**src/rtl/async_fifo_wr_arb_if.sv**
```systemverilog
// async_fifo_wr_arb_if
// Bundles the two requester handshakes and the FIFO write port of the
// async FIFO write-side arbiter.
//   master : drives requests and wr_full (requesters + FIFO side model)
//   slave  : the arbiter; returns ready strobes, wr_inc/wr_data, busy, grant
interface async_fifo_wr_arb_if #(
  parameter int DATA_WIDTH = 8
);
  logic                    req0_valid;
  logic [2*DATA_WIDTH-1:0] req0_data;
  logic                    req0_len;
  logic                    req0_ready;
  logic                    req1_valid;
  logic [2*DATA_WIDTH-1:0] req1_data;
  logic                    req1_len;
  logic                    req1_ready;
  logic                    wr_full;
  logic                    wr_inc;
  logic [DATA_WIDTH-1:0]   wr_data;
  logic                    busy;
  logic                    grant;

  modport master (
    output req0_valid, req0_data, req0_len,
    output req1_valid, req1_data, req1_len,
    output wr_full,
    input  req0_ready, req1_ready, wr_inc, wr_data, busy, grant
  );

  modport slave (
    input  req0_valid, req0_data, req0_len,
    input  req1_valid, req1_data, req1_len,
    input  wr_full,
    output req0_ready, req1_ready, wr_inc, wr_data, busy, grant
  );
endinterface

```
**src/rtl/async_fifo_wr_arb.sv**
```systemverilog
// async_fifo_wr_arb
// Write-side arbiter/frame sequencer for an async FIFO write port (W_CLK
// domain). Two requesters submit 1- or 2-byte frames; one frame at a time is
// latched and serialized byte-by-byte onto wr_inc/wr_data, stalled by wr_full.
// Ports:
//   W_CLK : write clock, rising edge
//   W_RST : asynchronous active-low reset
//   bus   : async_fifo_wr_arb_if.slave (req0/req1 handshakes, FIFO port,
//           busy, grant)
// Configuration macro: ASYNC_FIFO_WR_ARB_FIXED_PRIO_EN
//   defined   -> requester 0 always wins contention
//   undefined -> round-robin against the last granted requester
module async_fifo_wr_arb #(
  parameter int DATA_WIDTH = 8
) (
  input  logic                  W_CLK,
  input  logic                  W_RST,
  async_fifo_wr_arb_if.slave    bus
);

  typedef enum logic [1:0] {
    IDLE  = 2'd0,
    BYTE0 = 2'd1,
    BYTE1 = 2'd2
  } state_e;

  state_e                  state_q, state_d;
  logic [2*DATA_WIDTH-1:0] payload_q, payload_d;
  logic                    len_q, len_d;
  logic                    grant_q, grant_d;
`ifndef ASYNC_FIFO_WR_ARB_FIXED_PRIO_EN
  logic                    last_grant_q, last_grant_d;
`endif

  logic                    win_s;
  logic                    accept_s;
  logic                    wr_inc_s;
  logic [DATA_WIDTH-1:0]   wr_data_s;

  // Winner selection among valid requesters (only used when in IDLE).
  always_comb begin
    win_s = 1'b0;
`ifdef ASYNC_FIFO_WR_ARB_FIXED_PRIO_EN
    win_s = ~bus.req0_valid;
`else
    if (bus.req0_valid && bus.req1_valid) begin
      win_s = ~last_grant_q;
    end else begin
      win_s = ~bus.req0_valid;
    end
`endif
  end

  // Frame sequencer: next state, latch updates and FIFO write strobe.
  always_comb begin
    state_d      = state_q;
    payload_d    = payload_q;
    len_d        = len_q;
    grant_d      = grant_q;
`ifndef ASYNC_FIFO_WR_ARB_FIXED_PRIO_EN
    last_grant_d = last_grant_q;
`endif
    accept_s     = 1'b0;
    wr_inc_s     = 1'b0;
    wr_data_s    = payload_q[DATA_WIDTH-1:0];
    case (state_q)
      IDLE: begin
        if (bus.req0_valid || bus.req1_valid) begin
          accept_s     = 1'b1;
          payload_d    = win_s ? bus.req1_data : bus.req0_data;
          len_d        = win_s ? bus.req1_len  : bus.req0_len;
          grant_d      = win_s;
`ifndef ASYNC_FIFO_WR_ARB_FIXED_PRIO_EN
          last_grant_d = win_s;
`endif
          state_d      = BYTE0;
        end else begin
          state_d = IDLE;
        end
      end
      BYTE0: begin
        wr_inc_s = ~bus.wr_full;
        if (wr_inc_s) begin
          state_d = len_q ? BYTE1 : IDLE;
        end else begin
          state_d = BYTE0;
        end
      end
      BYTE1: begin
        wr_data_s = payload_q[2*DATA_WIDTH-1:DATA_WIDTH];
        wr_inc_s  = ~bus.wr_full;
        if (wr_inc_s) begin
          state_d = IDLE;
        end else begin
          state_d = BYTE1;
        end
      end
      default: begin
        state_d = IDLE;
      end
    endcase
  end

  // State and frame latch registers; last_grant resets to 1 so req0 wins first.
  always_ff @(posedge W_CLK or negedge W_RST) begin
    if (!W_RST) begin
      state_q      <= IDLE;
      payload_q    <= '0;
      len_q        <= 1'b0;
      grant_q      <= 1'b0;
`ifndef ASYNC_FIFO_WR_ARB_FIXED_PRIO_EN
      last_grant_q <= 1'b1;
`endif
    end else begin
      state_q      <= state_d;
      payload_q    <= payload_d;
      len_q        <= len_d;
      grant_q      <= grant_d;
`ifndef ASYNC_FIFO_WR_ARB_FIXED_PRIO_EN
      last_grant_q <= last_grant_d;
`endif
    end
  end

  assign bus.req0_ready = accept_s & ~win_s;
  assign bus.req1_ready = accept_s &  win_s;
  assign bus.wr_inc     = wr_inc_s;
  assign bus.wr_data    = wr_data_s;
  assign bus.busy       = (state_q != IDLE);
  assign bus.grant      = grant_q;

endmodule

```
**src/flat_wrapper.sv**
```systemverilog
// flat-port wrapper written by rule: the top's interface ports become plain ports
module async_fifo_wr_arb_flat 
#(
  parameter int DATA_WIDTH = 8
)
  (W_CLK, W_RST, bus_req0_valid, bus_req0_data, bus_req0_len, bus_req1_valid, bus_req1_data, bus_req1_len, bus_wr_full, bus_req0_ready, bus_req1_ready, bus_wr_inc, bus_wr_data, bus_busy, bus_grant);
  async_fifo_wr_arb_if #(.DATA_WIDTH(DATA_WIDTH)) bus_i ();
  input  logic W_CLK;
  input  logic W_RST;
  input wire logic [$bits(bus_i.req0_valid)-1:0] bus_req0_valid;
  input wire logic [$bits(bus_i.req0_data)-1:0] bus_req0_data;
  input wire logic [$bits(bus_i.req0_len)-1:0] bus_req0_len;
  input wire logic [$bits(bus_i.req1_valid)-1:0] bus_req1_valid;
  input wire logic [$bits(bus_i.req1_data)-1:0] bus_req1_data;
  input wire logic [$bits(bus_i.req1_len)-1:0] bus_req1_len;
  input wire logic [$bits(bus_i.wr_full)-1:0] bus_wr_full;
  output wire logic [$bits(bus_i.req0_ready)-1:0] bus_req0_ready;
  output wire logic [$bits(bus_i.req1_ready)-1:0] bus_req1_ready;
  output wire logic [$bits(bus_i.wr_inc)-1:0] bus_wr_inc;
  output wire logic [$bits(bus_i.wr_data)-1:0] bus_wr_data;
  output wire logic [$bits(bus_i.busy)-1:0] bus_busy;
  output wire logic [$bits(bus_i.grant)-1:0] bus_grant;
  assign bus_i.req0_valid = bus_req0_valid;
  assign bus_i.req0_data = bus_req0_data;
  assign bus_i.req0_len = bus_req0_len;
  assign bus_i.req1_valid = bus_req1_valid;
  assign bus_i.req1_data = bus_req1_data;
  assign bus_i.req1_len = bus_req1_len;
  assign bus_i.wr_full = bus_wr_full;
  assign bus_req0_ready = bus_i.req0_ready;
  assign bus_req1_ready = bus_i.req1_ready;
  assign bus_wr_inc = bus_i.wr_inc;
  assign bus_wr_data = bus_i.wr_data;
  assign bus_busy = bus_i.busy;
  assign bus_grant = bus_i.grant;
  async_fifo_wr_arb #(.DATA_WIDTH(DATA_WIDTH)) u_core (.W_CLK(W_CLK), .W_RST(W_RST), .bus(bus_i));
endmodule
```
**config.mk**
```make
export PLATFORM = sky130hd
export DESIGN_NAME = async_fifo_wr_arb_flat
export DESIGN_NICKNAME = d
export VERILOG_FILES = /design/src/rtl/async_fifo_wr_arb_if.sv /design/src/rtl/async_fifo_wr_arb.sv /design/src/flat_wrapper.sv
export SDC_FILE = /design/constraint.sdc
export NUM_CORES = 1
export LEC_CHECK = 0
export BUFFER_PORTS_ARGS = -buffer_cell sky130_fd_sc_hd__buf_2
export CELL_PAD_IN_SITES_DETAIL_PLACEMENT = 1
export CELL_PAD_IN_SITES_GLOBAL_PLACEMENT = 1
export CORE_AREA = 8 8 65 67
export CTS_BUF_LIST = sky130_fd_sc_hd__clkbuf_16
export CTS_CLUSTER_DIAMETER = 60
export DETAILED_ROUTE_END_ITERATION = 7
export DIE_AREA = 0 0 73 75
export PLACE_DENSITY = 0.78
export SLEW_MARGIN = 15
export SYNTH_ARGS = -nofsm -noshare
export SYNTH_HDL_FRONTEND = slang
export SYNTH_SLANG_ARGS = --single-unit
```
**constraint.sdc**
```tcl
create_clock -name W_CLK -period 3.5 [get_ports W_CLK]
set_input_delay 0.35 -clock W_CLK [delete_from_list [all_inputs] [get_ports W_CLK]]
set_output_delay 0.35 -clock W_CLK [all_outputs]
set_load 0.02 [all_outputs]
```
# Word level (Yosys, flattened, before mapping)
# Cells that the tools add are included.
[word_totals] inputBits=39 register_bits=21 word_cells=31
[classes] n_mux=12 bitwise_logic=6 reduce_logical=6 eq_ne=2
[op_table] operator="$mux 16" n=1
[op_table] operator="$mux 8" n=1
[op_table] operator="$mux 1" n=6
[op_table] operator="$mux 2" n=3
[op_table] operator="$pmux 2 s3" n=1
[op_table] operator="$not 1->1" n=4
[op_table] operator="$and 1x1->1" n=2
[op_table] operator="$eq 2x1->1 const B" n=1
[op_table] operator="$eq 2x2->1 const B" n=1
[op_table] operator="$logic_not 2->1" n=1
[op_table] operator="$reduce_and 2->1" n=1
[op_table] operator="$reduce_bool 2->1" n=1
[op_table] operator="$reduce_or 2->1" n=1
[op_table] operator="$logic_and 1x1->1" n=1
[op_table] operator="$logic_or 1x1->1" n=1

# Longest topological paths before layout
# Gate-level depths: netlist of the first run.
[logic_depth] depth_word=4 mapped_depth=7 depth_no_buf=5

# Worst setup path after synthesis of the first run
# No wires, ideal clock.
[synth_timing] kind="reg-to-output" from="register u_core.state_q[0]" to="output port bus_wr_data[0]" path_stages_with_launch=5 slack_ps=1846 n_path_buf=1 arrival_ps=1304 required_time_ps=3150 cell_sequence="dfrtp_1 inv_1 ha_1 clkbuf_1 mux2_2"
[synth_between] elab_chain_len=2
[synth_lines] element="from (decl)" line="async_fifo_wr_arb.sv:27" source="state_e state_q, state_d;"
[synth_lines] element="from (signal assigned)" line="async_fifo_wr_arb.sv:115" source="state_q <= state_d;"
[synth_lines] element="$eq 2x2->1" line="async_fifo_wr_arb.sv:66" source="case (state_q)"
[synth_lines] element="$mux 8" line="async_fifo_wr_arb.sv:66"
[synth_lines] element="to (decl)" line="flat_wrapper.sv:20" source="output wire logic [$bits(bus_i.wr_data)-1:0] bus_wr_data;"
# No other way between the ends.

# Worst setup path after layout of the first run
[layout_timing] from="register u_core.state_q[0]" to="output port bus_wr_data[2]"
# The elaborated chain is that of the path after synthesis.

==> results.py, run 1 <==
metrics = {
    "yosys": {
        "yosys.cell_types.count": 20,
        "synth_top_area_cell": "dfrtp_1",
        "yosysMostFrequentCell": "dfrtp_1",
        "syn-instance-count": 92,
        "synthArstFlopShare": 1.000,
        "syn_avg_cell_area_um2": 11.93,
        "syn-num-nets": 135,
        "synth_seq_cells": 21,
        "synth_ff_type": "dfrtp_1",
        "seq_area_frac_synth": 0.4800,
        "synth_area_um2": 1097,
        "synth_top_area_share": 0.4561,
        "synth_commonest_cells": "dfrtp_1 (20), a221o_1 (17), and3_1 (9)",
        "synth_edf_count": 0,
        "synth_area_leaders": "dfrtp_1 (46%), a221o_1 (16%), mux2_2 (8.2%), and3_2 (5.5%), and3_1 (5.1%)",
        "ys_warn_count": 0,
    },
    "critical_path": {
        "cp_cell_sequence": "inv_1 -> ha_1 -> mux2_2 -> buf_2",
        "rr_endpoint": "u_core.payload_q[11]",
        "r2r-start": "u_core.state_q[0]",
        "path_max_fanout": 9,
        "arrival_ns": 1.77,
        "required_ns": 3.15,
        "start_kind": "register",
        "end_kind": "output pin",
        "worstRegToRegCells": 5,
        "critPathSlowestCell": "ha_1",
        "reg2reg_setup_slack_ns": 1.75,
        "critPathKind": "register to output pin",
        "max_stage_delay_ns": 0.45,
    },
    "power_and_ir_drop": {
        "powerDensity_nw_per_um2": 896.0,
        "p_comb_frac": 0.482,
        "vdd_ir_drop_max_mv": 0.3834,
        "power.leakage_nw": 0.7861,
        "switching_share": 0.3817,
        "p_sw_mw": 0.4989,
        "p_clk_frac": 0.186,
        "p_int_mw": 0.8083,
        "seqPwrFrac": 0.333,
    },
    "sta": {
        "finalSetupViolations": 0,
        "rsz0062_at_grt": "no",
        "fin_worst_skew_ns": 0.002860,
        "final.period_utilization": 0.6048,
        "maxSlewHeadroom": 0.5574,
        "final_max_slew_viol_count": 0,
        "hold_viol_final": 0,
        "tns_ns": 0,
        "min_period_ns": 2.117,
        "worstMarginPinSlew_ns": 0.6595,
        "timing.fmax_mhz": 472.4,
    },
    "status": {
        "outcome": "finished clean",
    },
    "place": {
        "gp_congestion": 0.7161,
        "hpwl_um": 2647,
        "io_buffers": 51,
    },
    "clock_tree": {
        "post_cts_buffers": 0,
        "cts_made_buffers": 3,
        "cts_max_level": 1,
        "hold_buffers": 0,
        "clk_pin_slew_ns": 0.06,
        "insertion_delay_ns": 0.26,
        "cts_tree": "built",
        "cts.sinks": 21,
        "cts_resized": 0,
        "cts-root-buf": "clkbuf_16",
        "cts_max_path_buffers": 2,
    },
    "layout": {
        "diodes": 0,
        "num-nets-final": 186,
        "area_delta_synth_final_pct": 32.95,
        "drive_gt1_frac": 0.5352,
        "final_core_util": 0.4514,
    },
    "detailed_routing": {
        "via_count": 957,
        "antenna_left": 0,
        "via_per_inst": 5.090,
        "post_drt_wl_per_cell_um": 18.21,
        "drc": 0,
        "drt_iter0_drc": 40,
        "wirelength_um": 3423,
        "dr.pass1.iters": 2,
    },
    "die": {
        "pin_count": 52,
        "rows": 21,
        "die_area_um2": 5475,
        "start_util": 0.3395,
        "core_area_um2": 3232,
        "die-width_um": 73,
        "die_h_um": 75,
    },
    "global_routing": {
        "grt_pass1_vias": 1107,
        "grtUsageTotal": 0.1369,
        "gr-total-overflow": 0,
        "antenna_found_initial": 0,
        "grt_pass1_wl_um": 5658,
        "grt_start_max_net_pins": 22,
    },
    "flow_run": {
        "drv_cap": 0,
    },
    "hold_path": {
        "min_path_type": "input port to async pin",
    },
}
==> layer usage <==
metal	up-vias	global-route usage	share of wire
met4	0	0.06667	0.016
met1	473	0.1591	0.42
met5	-	0	0
met3	2	0.04394	0.060
met2	30	0.2234	0.50
li1	452	-	-
==> worst max-delay path by stage <==
stage | to | from | cells past startpoint
after floorplan | bus_wr_data[0] | u_core.state_q[0] | 4
after global placement | bus_wr_data[6] | u_core.state_q[0] | 4
after detailed placement | bus_wr_data[2] | u_core.state_q[0] | 4
after CTS | bus_wr_data[2] | u_core.state_q[0] | 4
after global routing | bus_wr_data[2] | u_core.state_q[0] | 4
final | bus_wr_data[2] | u_core.state_q[0] | 4
==> critical path: cells and delay by family, from the launching register on <==
kind       cells  cell delay, ns
buf+inv        2            0.26
fa+ha+maj      1            0.45
flops          1            0.40
mux            1            0.40
==> registers in the layout, indices dropped and copies added (netlist names) <==
signal / count
u_core.len_q: 1
u_core.state_q: 2
u_core.payload_q: 16
u_core.last_grant_q: 1
u_core.bus.grant: 1
==> cells by family after synthesis <==
logic type	synth area share
simple gates	0.1471
compound gates	0.1904
flops	0.4800
buf+inv	0.05473
mux	0.08210
fa+ha+maj	0.04561
==> through the flow <==
step	cell area [um2]	hold WS, ns	instances	power (mW)	worst slack [ns]
3_3_place_gp	1380	0.3284	184	1.044	1.732
4_1_cts	1459	0.06021	188	1.326	1.361
3_5_place_dp	1380	0.3342	184	1.077	1.664
6_report	1459	0.04339	188	1.307	1.383
2_1_floorplan	1097	0.05441	92	0.8812	1.846
5_1_grt	1459	0.08287	188	1.405	1.275
==> cells in the final DEF, fill, tap and decap left out <==
cell type | Yosys | layout
dfrtp_1 | 20 | 20
a221o_1 | 17 | 17
buf_2 | 0 | 51
clkbuf_16 | 0 | 3
a21o_1 | 2 | 2
and3_1 | 9 | 9
and2_4 | 1 | 1
nand3b_1 | 1 | 1
a21oi_2 | 1 | 1
inv_1 | 4 | 5
ha_1 | 4 | 4
dfstp_2 | 1 | 1
and3_2 | 8 | 8
buf_4 | 1 | 2
and2_2 | 1 | 1
nand2_1 | 4 | 4
o21ai_1 | 0 | 1
nor2b_1 | 1 | 1
mux2_2 | 8 | 8
a21oi_1 | 2 | 2
==> power groups by stage <==
stage / registers [mW] / clock network [mW] / logic, mW
2_1_floorplan: 0.421 / 0 / 0.460
3_5_place_dp: 0.442 / 0 / 0.635
5_1_grt: 0.454 / 0.261 / 0.691
3_3_place_gp: 0.433 / 0 / 0.610
4_1_cts: 0.437 / 0.249 / 0.640
6_report: 0.435 / 0.243 / 0.630
==> layout make-up <==
type	instances	area, um2
Multi-Input combinational cell	60	510.5
Sequential cell	21	526.8
Clock buffer	3	75.07
Tap cell	46	57.56
Inverter	4	15.01
Clock inverter	1	3.754
Fill cell	379	1773
Timing Repair Buffer	53	270.3
(Power assumes the default switching activity.)
==> inputs of run 2 (changes only) <==
- CORE_AREA: 8 8 65 67 -> 8 8 69 71
- DIE_AREA: 0 0 73 75 -> 0 0 77 79
- PLACE_DENSITY: 0.78 -> 0.72
- clock period: 3.5 -> 1.75 ns (I/O delays scaled with it)
==> results.py, run 2 (synthesis gave the netlist of run 1 again) <==
metrics = {
    "clock_tree": {
        "cts_made_buffers": 3,
        "cts_tree": "built",
        "insertion_delay_ns": 0.26,
        "cts_max_path_buffers": 2,
        "cts-root-buf": "clkbuf_16",
        "cts_max_level": 1,
        "cts.sinks": 21,
        "clk_pin_slew_ns": 0.06,
    },
    "sta": {
        "final_max_slew_viol_count": 0,
        "worstMarginPinSlew_ns": 0.4700,
        "final.period_utilization": 0.9857,
        "finalSetupViolations": 0,
        "timing.fmax_mhz": 579.7,
        "hold-worst-slack_ns": 0.1477,
        "min_period_ns": 1.725,
        "tns_ns": 0,
        "maxSlewHeadroom": 0.6867,
        "fin_worst_skew_ns": 0.002775,
        "hold_viol_final": 0,
    },
    "die": {
        "pin_count": 52,
        "start_util": 0.2889,
        "die_area_um2": 6083,
        "rows": 23,
        "core_area_um2": 3799,
        "die-width_um": 77,
        "die_h_um": 79,
    },
    "detailed_routing": {
        "wirelength_um": 3602,
        "post_drt_wl_per_cell_um": 17.92,
        "drt_iter0_drc": 25,
        "antenna_left": 0,
        "via_per_inst": 4.960,
        "dr.pass1.iters": 4,
        "via_count": 997,
        "drc": 0,
    },
    "critical_path": {
        "critPathSlowestCell": "dfrtp_1",
        "path_buf_inv": 3,
        "max_stage_delay_ns": 0.41,
        "path_max_fanout": 5,
        "crit_family": "flip-flops",
        "cp_cell_sequence": "inv_2 -> ha_4 -> buf_6 -> mux2_2 -> buf_2",
        "required_ns": 1.57,
        "end_kind": "output pin",
        "start_kind": "register",
        "critPathKind": "register to output pin",
        "arrival_ns": 1.55,
    },
    "global_routing": {
        "antenna_found_initial": 0,
        "grtUsageTotal": 0.1178,
        "grt_pass1_wl_um": 5802,
        "grt_pass1_vias": 1204,
        "grt_start_max_net_pins": 22,
        "gr-total-overflow": 0,
    },
    "status": {
        "outcome": "finished clean",
    },
    "layout": {
        "mostFrequentLayoutCells": "buf_2 (50), dfrtp_1 (20), a221o_1 (17), and3_1 (9)",
        "largest_reg_flops": 16,
        "diodes": 0,
        "num-nets-final": 195,
        "fill_cells": 456,
        "area_delta_synth_final_pct": 44.13,
        "multi_input_area_um2": 535.5,
        "seq_area_um2": 526.8,
        "drive_gt1_frac": 0.5828,
        "top_regs": "u_core.payload_q (16), u_core.state_q (2)",
        "layout_commonest_cell": "buf_2",
        "largest_register": "u_core.payload_q",
        "final_core_util": 0.4163,
    },
    "place": {
        "io_buffers": 51,
        "hpwl_um": 2625,
        "gp_congestion": 0.7463,
    },
    "power_and_ir_drop": {
        "powerDensity_nw_per_um2": 1765,
        "power.leakage_nw": 0.8376,
        "vdd_ir_drop_max_mv": 0.4886,
    },
    "flow_run": {
        "drv_cap": 0,
    },
    "hold_path": {
        "min_path_type": "input port to register",
    },
}
[run 2: path summary, 6_finish.rpt]
check | slack, ns | to | start | depth (start not counted)
max in group asynchronous | 1.00 | u_core.last_grant_q | W_RST | 2
min | 0.15 | u_core.payload_q[4] | bus_req0_data[4] | 2
max | 0.03 | bus_wr_data[7] | u_core.state_q[0] | 5
max reg2reg | 0.10 | u_core.len_q | u_core.state_q[1] | 6
min in group asynchronous | 0.41 | u_core.payload_q[4] | W_RST | 2
min reg2reg | 0.48 | u_core.bus.grant | u_core.bus.grant | 1
[run 2: routing by layer]
layer	routed length, um	vias to the layer above	GRT usage
met5	0	-	0
met4	39	0	0.05660
met3	172	4	0.02822
met2	1944	30	0.2099
met1	1446	493	0.1296
li1	-	470	-
[run 2: report_power, final]
| part | total (mW) | internal [mW] | switching [mW] |
|---|---|---|---|
| logic | 1.43 | 0.704 | 0.723 |
| clock network | 0.481 | 0.305 | 0.176 |
| registers | 0.885 | 0.732 | 0.153 |
| total | 2.79 | 1.74 | 1.05 |
[run 2: metrics by stage]
step	std cells	cell area (um2)	total power [mW]	setup WS, ns
floorplan	92	1097	1.762	0.2423
global route	201	1582	2.979	-0.01914
CTS	196	1515	2.720	-0.004952
detailed placement	190	1413	2.201	0.1922
finish	201	1582	2.792	0.02506
global placement	190	1413	2.134	0.2375
[run 2: final cells by class]
cell class | count | share of cell area
Timing Repair Buffer | 62 | 0.2294
Clock buffer | 3 | 0.04747
Tap cell | 50 | 0.03956
Multi-Input combinational cell | 60 | 0.3386
Inverter | 4 | 0.009494
Clock inverter | 1 | 0.002373
Sequential cell | 21 | 0.3331
[run 2: what timing repair did]
action                                  in CTS  in global routing
gates resized for setup                      2                  9
cloned                                       0                  1
buffers inserted                             1                  4
hold endpoints to repair                    20                  0
endpoints found under the setup margin       9                  9
pin swaps                                    1                  0
hold buffers                                 1                  0
==> inputs of run 3 (changes only) <==
- GPL_TIMING_DRIVEN: not set -> 0
==> results.py, run 3 (synthesis gave the netlist of run 1 again) <==
metrics = {
    "status": {
        "outcome": "finished clean",
    },
    "power_and_ir_drop": {
        "switching_share": 0.3866,
        "p_int_mw": 1.746,
        "p_clk_frac": 0.170,
        "p_comb_frac": 0.522,
        "seqPwrFrac": 0.308,
        "total_power_mw": 2.847,
        "powerDensity_nw_per_um2": 1802,
        "p_sw_mw": 1.101,
        "power.leakage_nw": 0.8272,
        "vdd_ir_drop_max_mv": 0.5692,
    },
    "layout": {
        "layout_commonest_cell": "buf_2",
        "drive_gt1_frac": 0.5828,
        "multi_input_area_um2": 546.8,
        "mostFrequentLayoutCells": "buf_2 (49), dfrtp_1 (20), a221o_1 (17), and3_1 (9)",
        "top_regs": "u_core.payload_q (16), u_core.state_q (2)",
        "seq_area_um2": 526.8,
        "num-nets-final": 195,
        "fill_cells": 444,
        "largest_register": "u_core.payload_q",
        "area_delta_synth_final_pct": 44.01,
        "diodes": 0,
        "largest_reg_flops": 16,
    },
    "sta": {
        "hold-worst-slack_ns": 0.1534,
        "hold_viol_final": 0,
        "maxSlewHeadroom": 0.6479,
        "rsz0062_at_grt": "no",
        "min_period_ns": 1.688,
        "layout_setup_ws_ns": 0.06210,
        "worstMarginPinSlew_ns": 0.5282,
        "final_max_slew_viol_count": 0,
        "finalSetupViolations": 0,
        "timing.fmax_mhz": 592.5,
        "final.period_utilization": 0.9645,
        "fin_worst_skew_ns": 0.004738,
    },
    "critical_path": {
        "reg2reg_setup_slack_ns": 0.18,
        "path_max_fanout": 9,
        "critPathKind": "register to output pin",
        "path_buf_inv": 2,
        "required_ns": 1.57,
        "worstRegToRegCells": 5,
        "r2r-start": "u_core.state_q[0]",
        "rr_endpoint": "u_core.payload_q[6]",
        "max_stage_delay_ns": 0.37,
        "start_kind": "register",
        "crit_family": "flip-flops",
        "cp_cell_sequence": "buf_4 -> ha_4 -> mux2_2 -> buf_2",
        "arrival_ns": 1.51,
        "critPathSlowestCell": "dfrtp_1",
        "end_kind": "output pin",
    },
    "hold_path": {
        "min_path_type": "input port to register",
        "worstHoldStart": "bus_req0_data[4]",
        "hold_end": "u_core.payload_q[4]",
        "hold_depth": 2,
    },
    "die": {
        "start_util": 0.2889,
        "rows": 23,
        "die_h_um": 79,
        "pin_count": 52,
        "die-width_um": 77,
        "core_area_um2": 3799,
        "die_area_um2": 6083,
    },
    "clock_tree": {
        "clk_pin_slew_ns": 0.06,
        "cts.sinks": 21,
        "cts_tree": "built",
        "cts_max_path_buffers": 2,
        "cts_made_buffers": 3,
        "cts-root-buf": "clkbuf_16",
        "insertion_delay_ns": 0.25,
        "cts_max_level": 1,
    },
    "place": {
        "place_worst_setup_slack_ns": -0.06978,
        "io_buffers": 51,
        "gp_congestion": 0.7518,
        "hpwl_um": 2883,
    },
    "detailed_routing": {
        "drc": 0,
        "wirelength_um": 3924,
        "post_drt_wl_per_cell_um": 19.52,
        "drt_iter0_drc": 30,
        "via_per_inst": 5.000,
        "dr.pass1.iters": 4,
        "via_count": 1005,
        "antenna_left": 0,
    },
    "global_routing": {
        "grt_pass1_wl_um": 6382,
        "gr-total-overflow": 0,
        "grt_pass1_vias": 1256,
        "grt_start_max_net_pins": 22,
        "grtUsageTotal": 0.1336,
        "antenna_found_initial": 0,
    },
    "flow_run": {
        "drv_cap": 0,
    },
}
-- run 3: final cells by class --
cell class	count	share of cell area
buffer	5	0.02375
clock buffer	3	0.04751
clock inverter	1	0.003167
inverter	4	0.009501
multi-input combinational	60	0.3460
sequential	21	0.3333
tap	50	0.03959
timing repair buffer	57	0.1971
-- run 3: metrics by stage --
| step | TNS (ns) | utilization | cells | area (um2) |
|---|---|---|---|---|
| 4_1_cts | 0 | 0.4134 | 200 | 1570 |
| 3_5_place_dp | -0.5177 | 0.3725 | 193 | 1415 |
| 3_3_place_gp | -0.08152 | 0.3725 | 193 | 1415 |
| 6_report | 0 | 0.4160 | 201 | 1580 |
| 5_1_grt | 0 | 0.4160 | 201 | 1580 |
| 2_1_floorplan | 0 | - | 92 | 1097 |
-- run 3: power by group through the flow --
| stage | combinational, mW | clock (mW) | sequential (mW) |
|---|---|---|---|
| 2_1_floorplan | 0.921 | 0 | 0.842 |
| 3_3_place_gp | 1.27 | 0 | 0.863 |
| 3_5_place_dp | 1.33 | 0 | 0.884 |
| 4_1_cts | 1.47 | 0.487 | 0.874 |
| 5_1_grt | 1.63 | 0.512 | 0.906 |
| 6_report | 1.49 | 0.485 | 0.877 |
-- run 3: timing repair --
action | 4_1_cts | 5_1_grt
cloned | 0 | 0
pin swaps | 0 | 1
setup buffers | 3 | 2
endpoints found under the setup margin | 10 | 5
hold buffers | 1 | 0
gates resized for setup | 13 | 2
hold endpoints to repair | 20 | 0
-- run 3: worst max-delay path by stage --
stage / from / to / slack, ns / cells past startpoint
after floorplan: u_core.state_q[0] / u_core.payload_q[10] / 0.24 / 7
after global placement: u_core.state_q[0] / bus_wr_data[7] / -0.02 / 5
after detailed placement: u_core.state_q[0] / bus_wr_data[6] / -0.07 / 5
after CTS: u_core.state_q[0] / bus_req1_ready / 0.008 / 7
after global routing: u_core.state_q[0] / bus_req1_ready / 0.004 / 6
final: u_core.state_q[1] / bus_wr_data[7] / 0.06 / 4
-- run 3: metal layers --
layer / up-vias / track usage / share of wire / wire, um
li1: 469 / - / - / -
met1: 501 / 0.1441 / 0.40 / 1550
met2: 31 / 0.2515 / 0.54 / 2131
met3: 4 / 0.02935 / 0.046 / 182
met4: 0 / 0.04717 / 0.015 / 59
met5: - / 0 / 0 / 0
